===== src/rtl/imem_fetch_ctrl_if.sv =====
// rtl/imem_fetch_ctrl_if.sv - instruction memory read port and decode handshake bundle
interface imem_fetch_ctrl_if;
  logic [31:0] imem_pc;
  logic [31:0] imem_instr;
  logic        if_valid;
  logic [31:0] if_instr;
  logic [31:0] if_pc;
  logic        if_ready;

  modport master (
    output imem_pc,
    input  imem_instr,
    output if_valid,
    output if_instr,
    output if_pc,
    input  if_ready
  );

  modport slave (
    input  imem_pc,
    output imem_instr,
    input  if_valid,
    input  if_instr,
    input  if_pc,
    output if_ready
  );
endinterface


===== src/rtl/imem_fetch_ctrl.sv =====
// rtl/imem_fetch_ctrl.sv - fetch PC sequencer with prefetch queue, redirect and range check
module imem_fetch_ctrl #(
  parameter logic [31:0] RESET_PC    = 32'h0000_0000,
  parameter int          QUEUE_DEPTH = 2,
  parameter int          IMEM_WORDS  = 256
) (
  input  logic                 clk,
  input  logic                 rst_n,
  imem_fetch_ctrl_if.master    bus,
  input  logic                 fetch_en,
  input  logic                 redirect_valid,
  input  logic [31:0]          redirect_pc,
  output logic                 addr_err
);

  localparam int PTR_W = (QUEUE_DEPTH > 1) ? $clog2(QUEUE_DEPTH) : 1;
  localparam int CNT_W = PTR_W + 1;
  localparam logic [31:0] WORDS_LIMIT = 32'(IMEM_WORDS);

  logic [31:0]      fetch_pc;
  logic [PTR_W-1:0] head;
  logic [PTR_W-1:0] tail;
  logic [CNT_W-1:0] count;
  logic [31:0]      pc_q    [QUEUE_DEPTH];
  logic [31:0]      instr_q [QUEUE_DEPTH];

  logic in_range;
  logic pop;
  logic room;
  logic push;

  always_comb begin
    in_range = (fetch_pc >> 2) < WORDS_LIMIT;
    pop      = bus.if_valid & bus.if_ready;
    room     = (count < CNT_W'(QUEUE_DEPTH)) | pop;
    push     = fetch_en & in_range & room & ~redirect_valid;
  end

  always_ff @(posedge clk or negedge rst_n) begin
    if (!rst_n) begin
      fetch_pc <= RESET_PC;
      head     <= '0;
      tail     <= '0;
      count    <= '0;
      addr_err <= 1'b0;
    end else if (redirect_valid) begin
      // A head offered alongside a redirect is squashed, never consumed.
      fetch_pc <= redirect_pc & ~32'h3;
      head     <= '0;
      tail     <= '0;
      count    <= '0;
      addr_err <= 1'b0;
    end else begin
      if (push) begin
        tail     <= tail + PTR_W'(1);
        fetch_pc <= fetch_pc + 32'd4;
      end
      if (pop) begin
        head <= head + PTR_W'(1);
      end
      if (push && !pop) begin
        count <= count + CNT_W'(1);
      end else if (pop && !push) begin
        count <= count - CNT_W'(1);
      end
      if (fetch_en && !in_range) begin
        addr_err <= 1'b1;
      end
    end
  end

  // Storage needs no reset: empty entries are masked on the outputs.
  always_ff @(posedge clk) begin
    if (push) begin
      pc_q[tail]    <= fetch_pc;
      instr_q[tail] <= bus.imem_instr;
    end
  end

  always_comb begin
    bus.imem_pc  = fetch_pc;
    bus.if_valid = (count != '0);
    bus.if_pc    = bus.if_valid ? pc_q[head]    : 32'h0;
    bus.if_instr = bus.if_valid ? instr_q[head] : 32'h0;
  end

endmodule


===== src/flat_wrapper.sv =====
// flat-port wrapper written by rule: the top's interface ports become plain ports
module imem_fetch_ctrl_flat 
#(
  parameter logic [31:0] RESET_PC    = 32'h0000_0000,
  parameter int          QUEUE_DEPTH = 2,
  parameter int          IMEM_WORDS  = 256
)
  (clk, rst_n, fetch_en, redirect_valid, redirect_pc, addr_err, bus_imem_pc, bus_imem_instr, bus_if_valid, bus_if_instr, bus_if_pc, bus_if_ready);
  imem_fetch_ctrl_if bus_i ();
  input  logic clk;
  input  logic rst_n;
  input  logic fetch_en;
  input  logic redirect_valid;
  input  logic [31:0] redirect_pc;
  output logic addr_err;
  output wire logic [$bits(bus_i.imem_pc)-1:0] bus_imem_pc;
  input wire logic [$bits(bus_i.imem_instr)-1:0] bus_imem_instr;
  output wire logic [$bits(bus_i.if_valid)-1:0] bus_if_valid;
  output wire logic [$bits(bus_i.if_instr)-1:0] bus_if_instr;
  output wire logic [$bits(bus_i.if_pc)-1:0] bus_if_pc;
  input wire logic [$bits(bus_i.if_ready)-1:0] bus_if_ready;
  assign bus_imem_pc = bus_i.imem_pc;
  assign bus_i.imem_instr = bus_imem_instr;
  assign bus_if_valid = bus_i.if_valid;
  assign bus_if_instr = bus_i.if_instr;
  assign bus_if_pc = bus_i.if_pc;
  assign bus_i.if_ready = bus_if_ready;
  imem_fetch_ctrl #(.RESET_PC(RESET_PC), .QUEUE_DEPTH(QUEUE_DEPTH), .IMEM_WORDS(IMEM_WORDS)) u_core (.clk(clk), .rst_n(rst_n), .bus(bus_i), .fetch_en(fetch_en), .redirect_valid(redirect_valid), .redirect_pc(redirect_pc), .addr_err(addr_err));
endmodule

===== config.mk =====
export PLATFORM = sky130hd
export DESIGN_NAME = imem_fetch_ctrl_flat
export DESIGN_NICKNAME = d
export VERILOG_FILES = /design/src/rtl/imem_fetch_ctrl_if.sv /design/src/rtl/imem_fetch_ctrl.sv /design/src/flat_wrapper.sv
export SDC_FILE = /design/constraint.sdc
export NUM_CORES = 1
export LEC_CHECK = 0
export BUFFER_PORTS_ARGS = -buffer_cell sky130_fd_sc_hd__buf_4
export CORE_ASPECT_RATIO = 1.75
export CORE_MARGIN = 4
export CORE_UTILIZATION = 56
export CTS_CLUSTER_SIZE = 8
export DETAILED_ROUTE_END_ITERATION = 16
export GPL_TIMING_DRIVEN = 0
export PLACE_DENSITY = 0.94
export SKIP_CTS_REPAIR_TIMING = 1
export SLEW_MARGIN = 20
export SYNTH_ARGS = -nofsm -noshare
export SYNTH_HDL_FRONTEND = slang
export SYNTH_SLANG_ARGS = --single-unit

===== constraint.sdc =====
create_clock -name clk -period 19.6 [get_ports clk]
set_clock_uncertainty 0.1 [all_clocks]
set_input_delay 0.98 -clock clk [delete_from_list [all_inputs] [get_ports clk]]
set_output_delay 0.98 -clock clk [all_outputs]
set_load 0.02 [all_outputs]

==> Word level (Yosys, flattened, before mapping) <==
Memory sizes are Yosys's and may differ from the RTL's.
Cells that the tools add are included.
{ "totals": {"input_bits": 69, "wordCells": 46, "ff_bits": 37, "out_inout_bits": 98, "mem_count": 2, "ram_bits": 128} }
{ "classes": {"mux": 15, "n_bitwise": 6, "n_reduce_logical": 11, "n_lt_le_gt_ge": 2, "n_addsub": 5} }
{ "mem_list": {"columns": ["memory", "depth", "word_bits", "rd", "rd_ports_with_merged_regs", "write_ports", "line_no", "rtl"], "rows": [
  ["u_core.instr_q", 2, 32, 1, 0, 1, "imem_fetch_ctrl.sv:25", "logic [31:0] instr_q [QUEUE_DEPTH];"],
  ["u_core.pc_q", 2, 32, 1, 0, 1, "imem_fetch_ctrl.sv:24", "logic [31:0] pc_q [QUEUE_DEPTH];"]
]} }
{ "op_table": {"columns": ["cell", "count"], "rows": [
  ["$mux W32", 4],
  ["$add A32 B3 Y32 const B", 1],
  ["$lt A30 B9 Y1 const B", 1],
  ["$mux W1", 8],
  ["$reduce_bool A2 Y1", 4],
  ["$mux W2", 3],
  ["$and A1 B1 Y1", 4],
  ["$logic_and A1 B1 Y1", 3],
  ["$logic_not A1 Y1", 3],
  ["$reduce_bool A3 Y1", 1],
  ["$add A1 B1 Y1 const B", 2],
  ["$add A2 B1 Y2 const B", 1],
  ["$lt A2 B2 Y1 const B", 1],
  ["$sub A2 B1 Y2 const B", 1],
  ["$not A1 Y1", 1],
  ["$or A1 B1 Y1", 1]
]} }

==> Logic depth before layout (Yosys ltp) <==
Gate-level depths: netlist (run 1).
{ "logic_depth": {"ltp_word": 10, "depth_mapped": 6} }

==> Worst setup path after synthesis (run 1) <==
Ideal clock, no wire load.
{ "synth_timing": {"kind": "input -> register", "startpoint": "in bus_if_ready", "endpoint": "mem u_core.instr_q[1][0], enable pin", "path_stages": 4, "required_time_ns": 18.929, "arrival_time_ns": 5.896, "n_path_buf": 0, "path_slack_ns": 13.033, "cell_sequence": "nor2b_1 and4b_1 nand2_1 nor3b_1"} }
{ "synth_between": {"elab_chain_len": 6} }
{ "synth_lines": {"columns": ["element", "line_no", "rtl"], "rows": [
  ["start: declaration", "flat_wrapper.sv:21", "input wire logic [$bits(bus_i.if_ready)-1:0] bus_if_ready;"],
  ["$and A1 B1 Y1", "imem_fetch_ctrl.sv:34", "pop = bus.if_valid & bus.if_ready;"],
  ["$or A1 B1 Y1", "imem_fetch_ctrl.sv:35", "room = (count < CNT_W'(QUEUE_DEPTH)) | pop;"],
  ["$and A1 B1 Y1 (2 in a row)", "imem_fetch_ctrl.sv:36", "push = fetch_en & in_range & room & ~redirect_valid;"],
  ["$mux W1", "imem_fetch_ctrl.sv:74", "if (push) begin"],
  ["$mux W1 (not written as such)", "imem_fetch_ctrl.sv:76", "instr_q[tail] <= bus.imem_instr;"],
  ["end: declaration", "imem_fetch_ctrl.sv:25", null]
]} }
Every way passes these cells.

==> Worst setup path after layout (run 1) <==
{ "layout_timing": {"startpoint": "reg u_core.fetch_pc[15], in the netlist u_core.bus.imem_pc[15]", "endpoint": "mem u_core.instr_q[1][3], enable pin"} }
{ "layout_between": {"elab_chain_len": 6} }
{ "layout_lines": {"columns": ["element", "line_no", "rtl"], "rows": [
  ["start: declaration", "imem_fetch_ctrl.sv:20", "logic [31:0] fetch_pc;"],
  ["start signal: assignment", "imem_fetch_ctrl.sv:48", "fetch_pc <= redirect_pc & ~32'h3;"],
  ["start signal: assignment", "imem_fetch_ctrl.sv:56", "fetch_pc <= fetch_pc + 32'd4;"],
  ["$lt A30 B9 Y1", "imem_fetch_ctrl.sv:33", "in_range = (fetch_pc >> 2) < WORDS_LIMIT;"],
  ["$and A1 B1 Y1 (3 in a row)", "imem_fetch_ctrl.sv:36", null],
  ["$mux W1", "imem_fetch_ctrl.sv:74", null],
  ["$mux W1 (not written as such)", "imem_fetch_ctrl.sv:76", null]
]} }
Every way passes these cells.

==> results.yml, run 1 <==
critical_path:
  startpoint_type: "register"
  r2r-end: "u_core.instr_q[1][3]$_DFFE_PP_"
  r2r-start: "u_core.bus.imem_pc[15]$_DFFE_PN0P_"
  worstSetupPathType: "register to register"
  end_kind: "register"
  r2r_slack_ns: 16.04
  r2r_cells: 8
  required_ns: 19.63
  arrival_ns: 3.59
  cp_max_fo: 11
global_route:
  antenna_found_initial: 0
  grt_max_degree: 36
  grt_pass1_wl_um: 23300
  grt_overflow_total: 0
  grt_pass1_vias: 4411
  grt_use_total: 0.240
clock_tree:
  clock_sinks: 159
  clock_latency_ns: 0.41
  cts_tree: "yes"
  clockBufferDepth: 2
  root_buffer: "clkbuf_16"
  path_clk_slew_ns: 0.07
  cts_buffers: 17
  h-tree-depth: 4
detailed_routing:
  drt_wl_total_um: 15500
  drt-initial-drc-count: 189
  drt-pass1-iter-count: 4
  ant_nets: 0
  viasPerCell: 5.61
  vias: 4204
  route.detailed.drc: 0
  routedWlPerCell_um: 20.7
power_and_ir_drop:
  power_density_nw_per_um2: 91.4
  peakVddDrop_mv: 0.100
  leakage_uw: 0.00320
layout:
  fillers: 681
  area_growth_pct: 33.5
  regArea_um2: 4600
  drive_above_1_share: 0.383
  antenna_cells: 0
  nets: 675
  layout_common_cells: "buf_4 (169), edfxtp_1 (124), nor2_1 (73), mux2i_1 (62), dfrtp_1 (35)"
  multi_input_comb_area_um2: 1590
  final_common_cell: "buf_4"
floorplan:
  start_util: 0.568
  die_area_um2: 13100
  dieHeight_um: 148
  core_um2: 11100
  io_pins: 167
  rows: 51
  die-width_um: 88.2
place:
  gp_congestion: 0.931
  numPortBuffers: 159
  dp_hpwl_um: 11200
  pre_cts_slack_ns: 15.95
yosys:
  synth_edf_count: 124
  ys.flop_type: "edfxtp_1"
  netlist_instances: 412
  seq_area_frac_synth: 0.729
  yosysUniqueCellTypes: 35
  synth_seq_cells: 159
  avgSynthCellArea_um2: 15.3
  yosys_warnings: 0
  async_flop_share: 0.220
  syn-cell-area_um2: 6310
sta:
  slew_headroom: 0.401
  layout_min_cycle_time_ns: 3.56
  slew_violations: 0
  fin_ws_ns: 16.04
  worst_slew_pin_slew_ns: 0.896
  setup_tns_ns: 0
  max_freq_mhz: 281
  period_share: 0.182
  rsz0062_at_grt: "no"
  finalHoldViolations: 0
  setup_viol: 0
run:
  cap_violations: 0
worst_hold_path:
  hold_path.class: "primary input to asynchronous set/reset pin"
run_status:
  outcome: "finished, final reports clean"
==> sequential cells by signal, summed over array words and instances (netlist names) <==
register            flops
u_core.addr_err         1
u_core.instr_q         64
u_core.pc_q            60
u_core.head             1
u_core.bus.imem_pc     30
u_core.tail             1
u_core.count            2
==> power breakdown <==
| part | total (uW) | internal (uW) | switching [uW] |
|---|---|---|---|
| sequential | 383 | 372 | 11.0 |
| clock | 342 | 213 | 128 |
| combinational | 45.3 | 22.8 | 22.5 |
| total | 770 | 608 | 162 |
==> per-layer routing <==
layer | routed length, um | track usage | up-vias
met5 | 0 | 0 | -
met4 | 319 | 0.0877 | 0
met3 | 891 | 0.0504 | 27
met2 | 9050 | 0.454 | 195
met1 | 5250 | 0.250 | 2069
li1 | - | - | 1913
==> cells by family after synthesis <==
| logic type | share of synthesized area |
|---|---|
| AND/OR/NAND/NOR | 0.0819 |
| other | 0.000594 |
| adder cells (fa/ha/maj) | 0.00198 |
| multiplexers | 0.136 |
| buffers and inverters | 0.0222 |
| XOR/XNOR | 0.00278 |
| flip-flops | 0.729 |
| AO/OA/AOI/OAI | 0.0258 |
==> layout make-up <==
class | count | area share
sequential | 159 | 0.546
inverter | 5 | 0.00223
tap | 132 | 0.0196
buffer | 26 | 0.0144
multi-input combinational | 225 | 0.189
timing repair buffer | 171 | 0.155
clock buffer | 18 | 0.0510
clock inverter | 14 | 0.0224
==> metrics by stage <==
step	hold slack (ns)	instances	cell area, um^2	total power [uW]	util
6_report	0.412	750	8420	770	0.758
5_1_grt	0.431	750	8420	791	0.758
4_1_cts	0.414	750	8420	772	0.758
3_5_place_dp	0.426	718	7800	434	0.703
3_3_place_gp	0.408	706	7680	431	0.692
2_1_floorplan	0.435	415	6320	405	-
==> worst max-delay path: stages, from the launching register on <==
cell and delay, ns:
dfrtp_1 0.44, nor4_1 0.61, and4_1 0.34, nand2_1 0.16
nor3b_2 0.77, buf_6 0.26, buf_6 0.17, buf_4 0.22
buf_4 0.20
==> how the worst max path moves through the flow <==
stage	slack [ns]	cells after the start	end	start
final	16.04	8	u_core.instr_q[1][3]$_DFFE_PP_	u_core.bus.imem_pc[15]$_DFFE_PN0P_
after global routing	15.89	8	u_core.instr_q[1][9]$_DFFE_PP_	u_core.bus.imem_pc[15]$_DFFE_PN0P_
after CTS	16.03	8	u_core.instr_q[1][3]$_DFFE_PP_	u_core.bus.imem_pc[15]$_DFFE_PN0P_
after detailed placement	15.95	9	u_core.instr_q[1][12]$_DFFE_PP_	bus_if_ready
after global placement	11.02	5	u_core.instr_q[1][12]$_DFFE_PP_	bus_if_ready
after floorplan	13.03	4	u_core.instr_q[1][0]$_DFFE_PP_	bus_if_ready
==> synth_stat cells (5+ instances only) <==
| library cell | number | share of area |
|---|---|---|
| o21ai_0 | 6 | 0.0048 |
| nor2_1 | 73 | 0.043 |
| dfrtp_1 | 35 | 0.14 |
| edfxtp_1 | 124 | 0.59 |
| o31ai_1 | 6 | 0.0071 |
| clkbuf_1 | 13 | 0.0077 |
| a31oi_1 | 7 | 0.0069 |
| mux2_2 | 21 | 0.037 |
| mux2i_1 | 62 | 0.098 |
| inv_1 | 5 | 0.0030 |
| or4_1 | 7 | 0.0083 |
| a21oi_1 | 5 | 0.0040 |
| buf_2 | 7 | 0.0056 |
No activity file was read; power rests on OpenSTA's default activity.
==> run 2, diff against run 1 <==
--- a/config.mk
+++ b/config.mk
@@ -8,11 +8,11 @@
 export BUFFER_PORTS_ARGS = -buffer_cell sky130_fd_sc_hd__buf_4
 export CORE_ASPECT_RATIO = 1.75
 export CORE_MARGIN = 4
-export CORE_UTILIZATION = 56
+export CORE_UTILIZATION = 52
 export CTS_CLUSTER_SIZE = 8
 export DETAILED_ROUTE_END_ITERATION = 16
 export GPL_TIMING_DRIVEN = 0
-export PLACE_DENSITY = 0.94
+export PLACE_DENSITY = 0.89
 export SKIP_CTS_REPAIR_TIMING = 1
 export SLEW_MARGIN = 20
 export SYNTH_ARGS = -nofsm -noshare
==> constraint.sdc (replaced) <==
create_clock -name clk -period 3.3 [get_ports clk]
set_clock_uncertainty 0.1 [all_clocks]
set_input_delay 0.165 -clock clk [delete_from_list [all_inputs] [get_ports clk]]
set_output_delay 0.165 -clock clk [all_outputs]
set_load 0.02 [all_outputs]
==> run 2 against run 1 <==
Against the previous run: maximum frequency rose by 36%; critical path depth shrank 2; first-iteration DRC count shrank 2.6%; via count is 5.5% higher; clock power rose to 5.6 times the previous value; highest routed layer unchanged.
==> results.yml, run 2 (synthesis results as in run 1) <==
run_status:
  outcome: "finished, final reports clean"
layout:
  area_growth_pct: 44.0
  drive_above_1_share: 0.353
  antenna_cells: 0
  regMostFlops: "u_core.instr_q"
  final_common_cell: "buf_4"
  largest_register_ffs: 64
  fin_area_um2: 9090
  fin_util: 0.761
  layout_common_cells: "buf_4 (163), edfxtp_1 (124), nor2_1 (73), dlygate4sd3_1 (64), mux2i_1 (62)"
  nets: 735
global_route:
  grt_pass1_wl_um: 22300
  grt_max_degree: 36
  grt_overflow_total: 0
  antenna_found_initial: 0
  grt_pass1_vias: 4351
  grt_use_total: 0.208
floorplan:
  dieHeight_um: 154
  rows: 53
  die-width_um: 91.3
  io_pins: 167
  die_area_um2: 14000
  core_um2: 11900
  start_util: 0.529
critical_path:
  r2r-start: "u_core.bus.imem_pc[26]$_DFFE_PN0P_"
  required_ns: 3.31
  max_stage_delay_ns: 0.45
  r2r-end: "u_core.pc_q[1][2]$_DFFE_PP_"
  startpoint: "u_core.bus.imem_pc[26]$_DFFE_PN0P_"
  arrival_ns: 2.64
  worstSetupPathType: "register to register"
  r2r_slack_ns: 0.67
  cp_max_fo: 16
  end_kind: "register"
  cp_slowest_cell: "dfrtp_2"
  r2r_cells: 6
  crit_top_cell: "buf_6"
  crit_chain: "nor4_4, and4b_1, nand2_2, nor3b_4, buf_6, buf_6"
  startpoint_type: "register"
  setup.worst_path.end: "u_core.pc_q[1][2]$_DFFE_PP_"
sta:
  setup_tns_ns: 0
  finalHoldViolations: 0
  slew_headroom: 0.379
  layout_min_cycle_time_ns: 2.63
  rsz0062_at_grt: "no"
  max_freq_mhz: 381
  period_share: 0.796
  worst_slew_pin_slew_ns: 0.929
  setup_viol: 0
  slew_violations: 0
  fin_hold_ws_ns: 0.0465
clock_tree:
  cts_buffers: 17
  clock_latency_ns: 0.42
  clock_sinks: 159
  path_clk_slew_ns: 0.06
  h-tree-depth: 4
  clockBufferDepth: 2
  root_buffer: "clkbuf_16"
  cts_tree: "yes"
detailed_routing:
  drt-initial-drc-count: 184
  drt-pass1-iter-count: 5
  ant_nets: 0
  routedWlPerCell_um: 19.6
  drt_wl_total_um: 16000
  vias: 4437
  viasPerCell: 5.44
  route.detailed.drc: 0
power_and_ir_drop:
  totalPowerFinal_uw: 4520
  leakage_uw: 0.00346
  power_density_nw_per_um2: 497
  peakVddDrop_mv: 0.460
place:
  place_area_um2: 7860
  numPortBuffers: 159
  gp_congestion: 0.894
  dp_hpwl_um: 10300
worst_hold_path:
  hold_path.class: "primary input to register"
run:
  cap_violations: 0
==> run 2: through the flow <==
step                      std cells  setup slack, ns
final                           815            0.673
after global routing            815            0.504
after CTS                       751            0.631
after detailed placement        719            0.694
after global placement          711           -0.755
after floorplan                 415           0.0322
==> run 2: metal layers <==
layer  GRT usage  share of wire
met5           0              0
met4      0.0899          0.032
met3      0.0499          0.049
met2       0.387           0.56
met1       0.220           0.35
==> run 2: worst min-delay path by stage <==
stage / depth (start not counted) / startpoint / to
floorplan: 0 / rst_n / u_core.addr_err$_DFFE_PN0P_
global placement: 1 / rst_n / u_core.bus.imem_pc[7]$_DFFE_PN0P_
detailed placement: 1 / rst_n / u_core.bus.imem_pc[7]$_DFFE_PN0P_
CTS: 1 / rst_n / u_core.bus.imem_pc[6]$_DFFE_PN0P_
global route: 4 / bus_if_ready / u_core.count[1]$_DFFE_PN0P_
finish: 4 / bus_if_ready / u_core.count[1]$_DFFE_PN0P_
==> run 2: area by class of cell <==
| class | instances | area, um^2 |
|---|---|---|
| buffer | 26 | 121 |
| clock buffer | 22 | 485 |
| clock inverter | 10 | 100 |
| fill | 689 | 2850 |
| inverter | 5 | 18.8 |
| multi-input combinational | 225 | 1630 |
| sequential | 159 | 4600 |
| tap | 137 | 171 |
| timing repair buffer | 231 | 1960 |
==> run 2: critical path: cells and delay by family, from the launching register on <==
| family | cells | cell delay [ns] |
|---|---|---|
| DFF | 1 | 0.45 |
| buffers and inverters | 2 | 0.47 |
| and+or+nand+nor | 4 | 1.29 |
==> run 2: power breakdown <==
group / internal, uW / switching, uW
Clock: 1130 / 774
Combinational: 187 / 151
Sequential: 2210 / 64.5
Total: 3530 / 989
